## src/rtl/dewhiten_pdu_extract.sv

```systemverilog
// BLE link-layer receive path: dewhitens air bits, frames header/payload/CRC bytes.
// Define CRC_CHECK_EN to add the serial CRC-24 check that drives crc_ok.
module dewhiten_pdu_extract #(
  parameter int unsigned CHANNEL_NUMBER_BIT_WIDTH = 6,
  parameter int unsigned MAX_PDU_LEN              = 255
) (
  input  logic                                clk,
  input  logic                                rst,
  input  logic [CHANNEL_NUMBER_BIT_WIDTH-1:0] channel_number,
  input  logic                                start,
  input  logic                                bit_in,
  input  logic                                bit_in_valid,
  input  logic [23:0]                         crc_init,
  output logic [7:0]                          byte_out,
  output logic [1:0]                          byte_tag,
  output logic                                byte_out_valid,
  output logic [7:0]                          pdu_len,
  output logic                                busy,
  output logic                                pdu_done,
  output logic                                len_error,
  output logic                                crc_ok
);

  localparam int unsigned CntMax = (MAX_PDU_LEN + 5) * 8;
  localparam int unsigned CntW   = $clog2(CntMax + 1);

  typedef enum logic [1:0] {StIdle, StHeader, StPayload, StCrc} state_e;

  state_e          state_q, state_d;
  logic [6:0]      lfsr_q, lfsr_d, lfsr_load, lfsr_step;
  logic [CntW-1:0] cnt_q, cnt_d, cnt_inc, pay_end, crc_end;
  logic [7:0]      sr_q, sr_d, byte_nxt;
  logic [7:0]      byte_q, byte_d, len_q, len_d;
  logic [1:0]      tag_q, tag_d;
  logic            valid_q, valid_d, done_q, done_d, lerr_q, lerr_d;
  logic [5:0]      ch6;
  logic            accept, d_bit, crc_last;

  assign ch6       = 6'(channel_number);
  // lfsr[0] = 1, lfsr[1..6] = channel bits 5..0
  assign lfsr_load = {ch6[0], ch6[1], ch6[2], ch6[3], ch6[4], ch6[5], 1'b1};
  assign lfsr_step = {lfsr_q[5], lfsr_q[4], lfsr_q[3] ^ lfsr_q[6], lfsr_q[2], lfsr_q[1],
                      lfsr_q[0], lfsr_q[6]};

  assign accept   = bit_in_valid && (state_q != StIdle);
  assign d_bit    = lfsr_q[6] ^ bit_in;
  assign byte_nxt = {d_bit, sr_q[7:1]};
  assign cnt_inc  = cnt_q + CntW'(1);
  assign pay_end  = CntW'(16) + CntW'({len_q, 3'b000});
  assign crc_end  = pay_end + CntW'(24);
  assign crc_last = (state_q == StCrc) && (cnt_inc == crc_end);

  always_comb begin
    state_d = state_q;
    lfsr_d  = lfsr_q;
    cnt_d   = cnt_q;
    sr_d    = sr_q;
    byte_d  = byte_q;
    tag_d   = tag_q;
    len_d   = len_q;
    valid_d = 1'b0;
    done_d  = 1'b0;
    lerr_d  = 1'b0;
    if (start) begin
      state_d = StHeader;
      lfsr_d  = lfsr_load;
      cnt_d   = '0;
      sr_d    = '0;
      len_d   = '0;
    end else if (accept) begin
      lfsr_d = lfsr_step;
      cnt_d  = cnt_inc;
      sr_d   = byte_nxt;
      // every field is byte aligned, so byte completion is just the low counter bits
      if (cnt_q[2:0] == 3'b111) begin
        byte_d  = byte_nxt;
        valid_d = 1'b1;
        unique case (state_q)
          StHeader:  tag_d = 2'd0;
          StPayload: tag_d = 2'd1;
          default:   tag_d = 2'd2;
        endcase
      end
      unique case (state_q)
        StHeader: begin
          if (cnt_q == CntW'(15)) begin
            len_d = byte_nxt;
            if ({24'b0, byte_nxt} > MAX_PDU_LEN) begin
              state_d = StIdle;
              lerr_d  = 1'b1;
            end else if (byte_nxt == 8'd0) begin
              state_d = StCrc;
            end else begin
              state_d = StPayload;
            end
          end
        end
        StPayload: if (cnt_inc == pay_end) state_d = StCrc;
        StCrc: begin
          if (crc_last) begin
            state_d = StIdle;
            done_d  = 1'b1;
          end
        end
        default: ;
      endcase
    end
  end

  always_ff @(posedge clk) begin
    if (rst) begin
      state_q <= StIdle;
      lfsr_q  <= lfsr_load;
      cnt_q   <= '0;
      sr_q    <= '0;
      byte_q  <= '0;
      tag_q   <= '0;
      len_q   <= '0;
      valid_q <= 1'b0;
      done_q  <= 1'b0;
      lerr_q  <= 1'b0;
    end else begin
      state_q <= state_d;
      lfsr_q  <= lfsr_d;
      cnt_q   <= cnt_d;
      sr_q    <= sr_d;
      byte_q  <= byte_d;
      tag_q   <= tag_d;
      len_q   <= len_d;
      valid_q <= valid_d;
      done_q  <= done_d;
      lerr_q  <= lerr_d;
    end
  end

  assign byte_out       = byte_q;
  assign byte_tag       = tag_q;
  assign byte_out_valid = valid_q;
  assign pdu_len        = len_q;
  assign busy           = (state_q != StIdle);
  assign pdu_done       = done_q;
  assign len_error      = lerr_q;

`ifdef CRC_CHECK_EN
  logic [23:0] crc_q, crc_d;
  logic        bad_q, bad_d, ok_q, ok_d, crc_fb, bad_nxt;

  assign crc_fb  = crc_q[23] ^ d_bit;
  assign bad_nxt = bad_q | crc_fb;

  // Header/payload bits advance the CRC; CRC bits are compared against its MSB in air order.
  always_comb begin
    crc_d = crc_q;
    bad_d = bad_q;
    ok_d  = ok_q;
    if (start) begin
      crc_d = crc_init;
      bad_d = 1'b0;
      ok_d  = 1'b0;
    end else if (accept) begin
      if (state_q == StCrc) begin
        crc_d = {crc_q[22:0], 1'b0};
        bad_d = bad_nxt;
        if (crc_last) ok_d = ~bad_nxt;
      end else begin
        crc_d = {crc_q[22:0], 1'b0} ^ (crc_fb ? 24'h00065B : 24'h000000);
      end
    end
  end

  always_ff @(posedge clk) begin
    if (rst) begin
      crc_q <= '0;
      bad_q <= 1'b0;
      ok_q  <= 1'b0;
    end else begin
      crc_q <= crc_d;
      bad_q <= bad_d;
      ok_q  <= ok_d;
    end
  end

  assign crc_ok = ok_q;
`else
  logic crc_init_unused;
  assign crc_init_unused = ^crc_init;
  assign crc_ok          = 1'b0;
`endif

endmodule

```

## config.mk

```make
export PLATFORM = sky130hd
export DESIGN_NAME = dewhiten_pdu_extract
export DESIGN_NICKNAME = d
export VERILOG_FILES = /design/src/rtl/dewhiten_pdu_extract.sv
export SDC_FILE = /design/constraint.sdc
export NUM_CORES = 1
export LEC_CHECK = 0
export CAP_MARGIN = 20
export CORE_ASPECT_RATIO = 0.5
export CORE_MARGIN = 3
export CORE_UTILIZATION = 35
export DETAILED_ROUTE_END_ITERATION = 6
export SLEW_MARGIN = 20
export SYNTH_ARGS = -nofsm -noshare
export SYNTH_HDL_FRONTEND = slang
export SYNTH_SLANG_ARGS = --single-unit
```

## constraint.sdc

```tcl
create_clock -name clk -period 2.8 [get_ports clk]
set_input_delay 0.56 -clock clk [delete_from_list [all_inputs] [get_ports clk]]
set_output_delay 0.56 -clock clk [all_outputs]
set_load 0.05 [all_outputs]
```

; Word-level counts from Yosys, hierarchy flattened
; Index checks and enable logic that the tools add are counted.
[totals]
memories = 0
inputBits = 35
rom_bits = 0
word_cells = 60
ram_bits = 0
ff_bits = 49
latchBits = 0
[classes]
mux = 13
div = 0
n_reduce_logical = 15
order_cmp = 0
add_sub_neg = 3
n_eq_ne = 13
n_shift = 0
n_bitwise = 5
n_mul = 0
[ops]
columns = cell, n
row1 = $eq A12 B12 Y1, 2
row2 = $mux W7, 3
row3 = $add A12 B1 Y12 const B, 1
row4 = $add A12 B5 Y12 const B, 1
row5 = $add A5 B11 Y12 const A, 1
row6 = $eq A12 B4 Y1 const B, 1
row7 = $reduce_and A5 Y1, 2
row8 = $ne A3 B3 Y1 const B, 3
row9 = $logic_not A8 Y1, 1
row10 = $mux W2, 3
row11 = $ne A2 B2 Y1 const B, 3
row12 = $pmux W2 S3, 1
row13 = $reduce_and A3 Y1, 2
row14 = $reduce_bool A3 Y1, 2
row15 = $mux W1, 5
row16 = $eq A2 B2 Y1 const B, 2
row17 = $pmux W2 S2, 1
row18 = $reduce_bool A2 Y1, 2
row19 = $reduce_bool A4 Y1, 1
row20 = $reduce_or A4 Y1, 1
row21 = $eq A3 B3 Y1 const B, 1
row22 = $not A1 Y1, 3
row23 = $reduce_or A3 Y1, 1
row24 = $eq A2 B1 Y1 const B, 1
row25 = 3 further kinds, 5

; Logic depth before layout (Yosys ltp)
[depth]
ltp_word = 8
depth_mapped = 11
ltp_nobuf = 10

; Worst setup path before layout
; OpenSTA, ideal clock, no wires.
[synth_timing]
path_kind = register to register
start = register len_q[1] (netlist: pdu_len[1])
end = register state_q[1]
stages_incl_launch_ff = 10
synth_period_minus_slack_ps = 2896
t_arrival_ps = 2781
path_buffers = 0
required_ps = 2685
slack_ps = -96
cell_sequence = dfxtp_1 > inv_1 > ha_1 > nor4b_1 > a2bb2oi_2 > xnor2_1 > a31o_1 > o31ai_1 > nand3_1 > and3_1
[synth_via]
elab_chain_len = 6
word_cells_on_any_way = 8
[synth_lines]
columns = element, line
row1 = "start, declared", 33  ; logic [7:0] byte_q, byte_d, len_q, len_d;
row2 = "start signal, assigned", 129  ; len_q <= len_d;
row3 = $add A5 B11 Y12 (*), 49  ; assign pay_end = CntW'(16) + CntW'({len_q, 3'b000});
row4 = $add A12 B5 Y12, 50  ; assign crc_end = pay_end + CntW'(24);
row5 = $eq A12 B12 Y1, 51  ; assign crc_last = (state_q == StCrc) && (cnt_inc == crc_end);
row6 = $logic_and A1 B1 Y1, 51
row7 = $ne A2 B2 Y1 (no source line), -
row8 = $reduce_and A5 Y1 (no source line) (*), -
row9 = "end signal, assigned", 112  ; state_q <= StIdle;
row10 = "end signal, assigned", 123  ; state_q <= state_d;
row11 = "end, declared", 29  ; state_e state_q, state_d;
; Mark *: on every way between the ends. The rest lies on a longest branch, timed or not.
; A chain may end at the register's enable or synchronous reset.

; Worst setup path in the final report
[layout_timing]
start = register len_q[2] (netlist: pdu_len[2])
end = register state_q[0]
[layout_via]
elab_chain_len = 6
word_cells_on_any_way = 8
[layout_lines]
columns = element, line
row1 = $add A5 B11 Y12 (*), 49
row2 = $add A12 B5 Y12, 50
row3 = $eq A12 B12 Y1, 51
row4 = $logic_and A1 B1 Y1, 51
row5 = $ne A3 B3 Y1 (no source line), -
row6 = $reduce_and A5 Y1 (no source line) (*), -
; Marks and branches as above.

==> out/metrics.cfg <==
[critical_path]
critPathBufInv = 1
crit_start = pdu_len[2]
cpMostUsedCell = a21oi_1
critPathMaxFanout = 8
slowest_stage = dfxtp_1
startpoint_type = register
endpoint_kind = register
r2r_slack_ps = 140
r2r_cells = 9
max_stage_delay_ps = 470
crit_chain = inv_1 -> ha_1 -> a21oi_1 -> xnor3_1 -> nor4_2 -> o211ai_1 -> o31a_1 -> o21ai_0 -> a21oi_1
path_depth = 9
worstPathArrival_ps = 2850
r2r_start = pdu_len[2]
critPathRequiredTime_ps = 2990
path_delay_family = compound AO/OA/AOI/OAI gates
critPathCapture = state_q[0]
critPathKind = register to register
r2r-end = state_q[0]

[sta]
hold_viol = 0
worstMarginPinSlew_ps = 621.1
drv_slew = 0
setup_tns_ps = 0
period_minus_slack_ps = 2664
setup_slack_ps = 135.7
max_freq_mhz = 375.3
min_period_over_period_pct = 95.15
skew_ps = 5.857
relSlewSlack_pct = 58.30
finalSetupViolCount = 0

[floorplanning]
ioPinCount = 58
dieWidth_um = 133.1
start_util_pct = 37.32
dieArea_sq_um = 9252
num_rows = 22
core_area_sq_um = 7570
die_y_um = 69.53

[global_route]
grt_overflow = 0
grt_pass1_wl_mm = 11.77
grt_usage_pct = 15.56
grt_max_degree = 34
antenna_found_initial = 0
grt_pass1_vias = 2369

[place]
post-dp-hpwl_mm = 5.149
gp_congestion = 0.9144
dp_slack_ps = -14.11
io_buffer_count = 31
placed_cells = 471

[run]
maxCapViolCount = 0

[power]
power_density_nw_per_um2 = 429.3
power_uw = 1498
leakage_uw = 0.001203
peakVddDrop_uv = 223.8

[cells_and_area]
areaGrowthSynthToFinish_pct = 23.56
final_nets = 417
num_antenna_cells = 0
drive_gt1_share_pct = 11.32
most-common-layout-cells = 59 x nand2_1, 40 x dfxtp_1, 31 x clkdlybuf4s50_1
regArea_sq_um = 1023
finalCoreUtilization_pct = 46.12
multi_input_area_sq_um = 1730
fill_cells = 748
layout_commonest_cell = nand2_1
layoutNonFillerInstCount = 479

[clock_network]
clock_latency_ps = 300
cts_max_path_buffers = 2
h-tree-depth = 2
clock_sink_count = 48
clockRootBuffer = clkbuf_16
numCtsBuffers = 5
cts_tree = yes
cts_setup_buffers = 0
cts_hold_buf = 0
clk_pin_slew_ps = 70

[route]
drt_wl_total_mm = 6.915
dr.pass1.iters = 4
first_iter_violations = 187
detail-route-antenna-nets = 0
vias = 2414
wl_per_cell_um = 14.44
drc = 0
viasPerCell = 5.040

[yosys]
syn_area_per_cell_sq_um = 8.459
ys_seq_area_share_pct = 36.14
synth_edf_count = 6
netlist_area_sq_um = 2825
synth_ff_type = dfxtp_1
synthCells = 334
yosysUniqueCellTypes = 59
yosys_warnings = 0
synthArstFlopShare_pct = 0
ys_seq_elements = 48

[run_status]
status = finished clean

[hold_path]
min_from = byte_out[5]
hp-class = register to register

## synthesized netlist by cell type (all sizes together) (2+ instances only)
library cell  count  area (sq um)
a211oi            5         37.54
a21o              2         16.27
a21oi            29         145.1
a22o              6         52.55
and3              3         18.77
and4              3         26.28
buf               5         35.02
clkbuf           11         52.54
dfxtp            42         840.8
edfxtp            6         180.2
ha               12         150.1
inv               7         26.28
nand2            59         221.5
nand2b            2         12.51
nand3            15         87.59
nand3b            3         22.52
nand4             3         25.02
nor2             28         105.1
nor3              8         50.05
nor3b             2         15.01
nor4              6         58.80
o211ai            2         15.01
o21ai            16         80.07
o31a              2         18.77
or2               3         18.77
or3               4         26.28
xnor2            24         210.2
xnor3             4         90.09
xor2              7         61.31
## timing repair
item                                    4_1_cts  5_1_grt
resized for setup                             1        6
endpoints found under the hold margin         0        0
endpoints found under the setup margin        1        2
## worst min-delay path: cells and delay by family (launching register included)
family | cells | cell delay (ps)
DFF | 1 | 310
and+or+nand+nor | 1 | 50
AOI/OAI and AO/OA | 1 | 50
## kinds of logic (layout without fill, tap and decap cells)
kind of cell | count (synthesis) | after routing | synth area share [%]
AO/OA/AOI/OAI | 71 | 71 | 15.72
XOR/XNOR | 35 | 35 | 12.80
adder cells (fa/ha/maj) | 12 | 12 | 5.314
buffers and inverters | 23 | 59 | 4.029
flip-flops | 48 | 48 | 36.14
multiplexers | 2 | 2 | 0.7529
other | 1 | 2 | 0.1327
AND/OR/NAND/NOR | 142 | 142 | 25.11
## area by class of cell
cell class	count	share of cell area [%]
clock buffer	6	4.301
clock inverter	2	0.5018
timing repair buffer	44	11.68
sequential	48	29.32
inverter	7	0.7527
tap	108	3.871
multi-input combinational	264	49.57
## sequential cells by signal (all words and copies together) (netlist names)
register and cells:
cnt_q 12, byte_out 8, pdu_len 8, lfsr_q 7, sr_q 7, byte_tag 2, state_q 2, byte_out_valid 1
pdu_done 1
## power by group
| group | switching, uW | leakage, uW | internal, uW | total (uW) |
|---|---|---|---|---|
| Combinational | 62.7 | 0.000718 | 41.0 | 104 |
| Sequential | 8.69 | 0.000403 | 709 | 718 |
| Clock | 288 | 0.0000822 | 389 | 677 |
| Total | 359 | 0.00120 | 1140 | 1500 |
## worst min-delay path by stage
| stage | end | slack [ps] | depth (start not counted) |
|---|---|---|---|
| 2_1_floorplan | lfsr_q[0] | 440 | 2 |
| 3_3_place_gp | byte_tag[0] | 450 | 2 |
| 3_5_place_dp | byte_out[5] | 450 | 2 |
| 4_1_cts | byte_out[5] | 460 | 2 |
| 5_1_grt | byte_out[1] | 480 | 2 |
| 6_report | byte_out[5] | 450 | 2 |
## layer usage
layer	wire length [um]	vias to the layer above	track usage (%)
met4	102	0	5.300
met5	0	-	0
met3	171	9	2.681
li1	-	1237	-
met2	3127	38	24.66
met1	3513	1130	21.46
## stage by stage
step / instance area, sq um / hold WS, ps
2_1_floorplan: 2830 / 439.5
4_1_cts: 3460 / 457.8
6_report: 3491 / 453.8
3_3_place_gp: 3286 / 448.5
5_1_grt: 3491 / 484.3
3_5_place_dp: 3286 / 448.0
No activity file was read; power rests on OpenSTA's default activity.
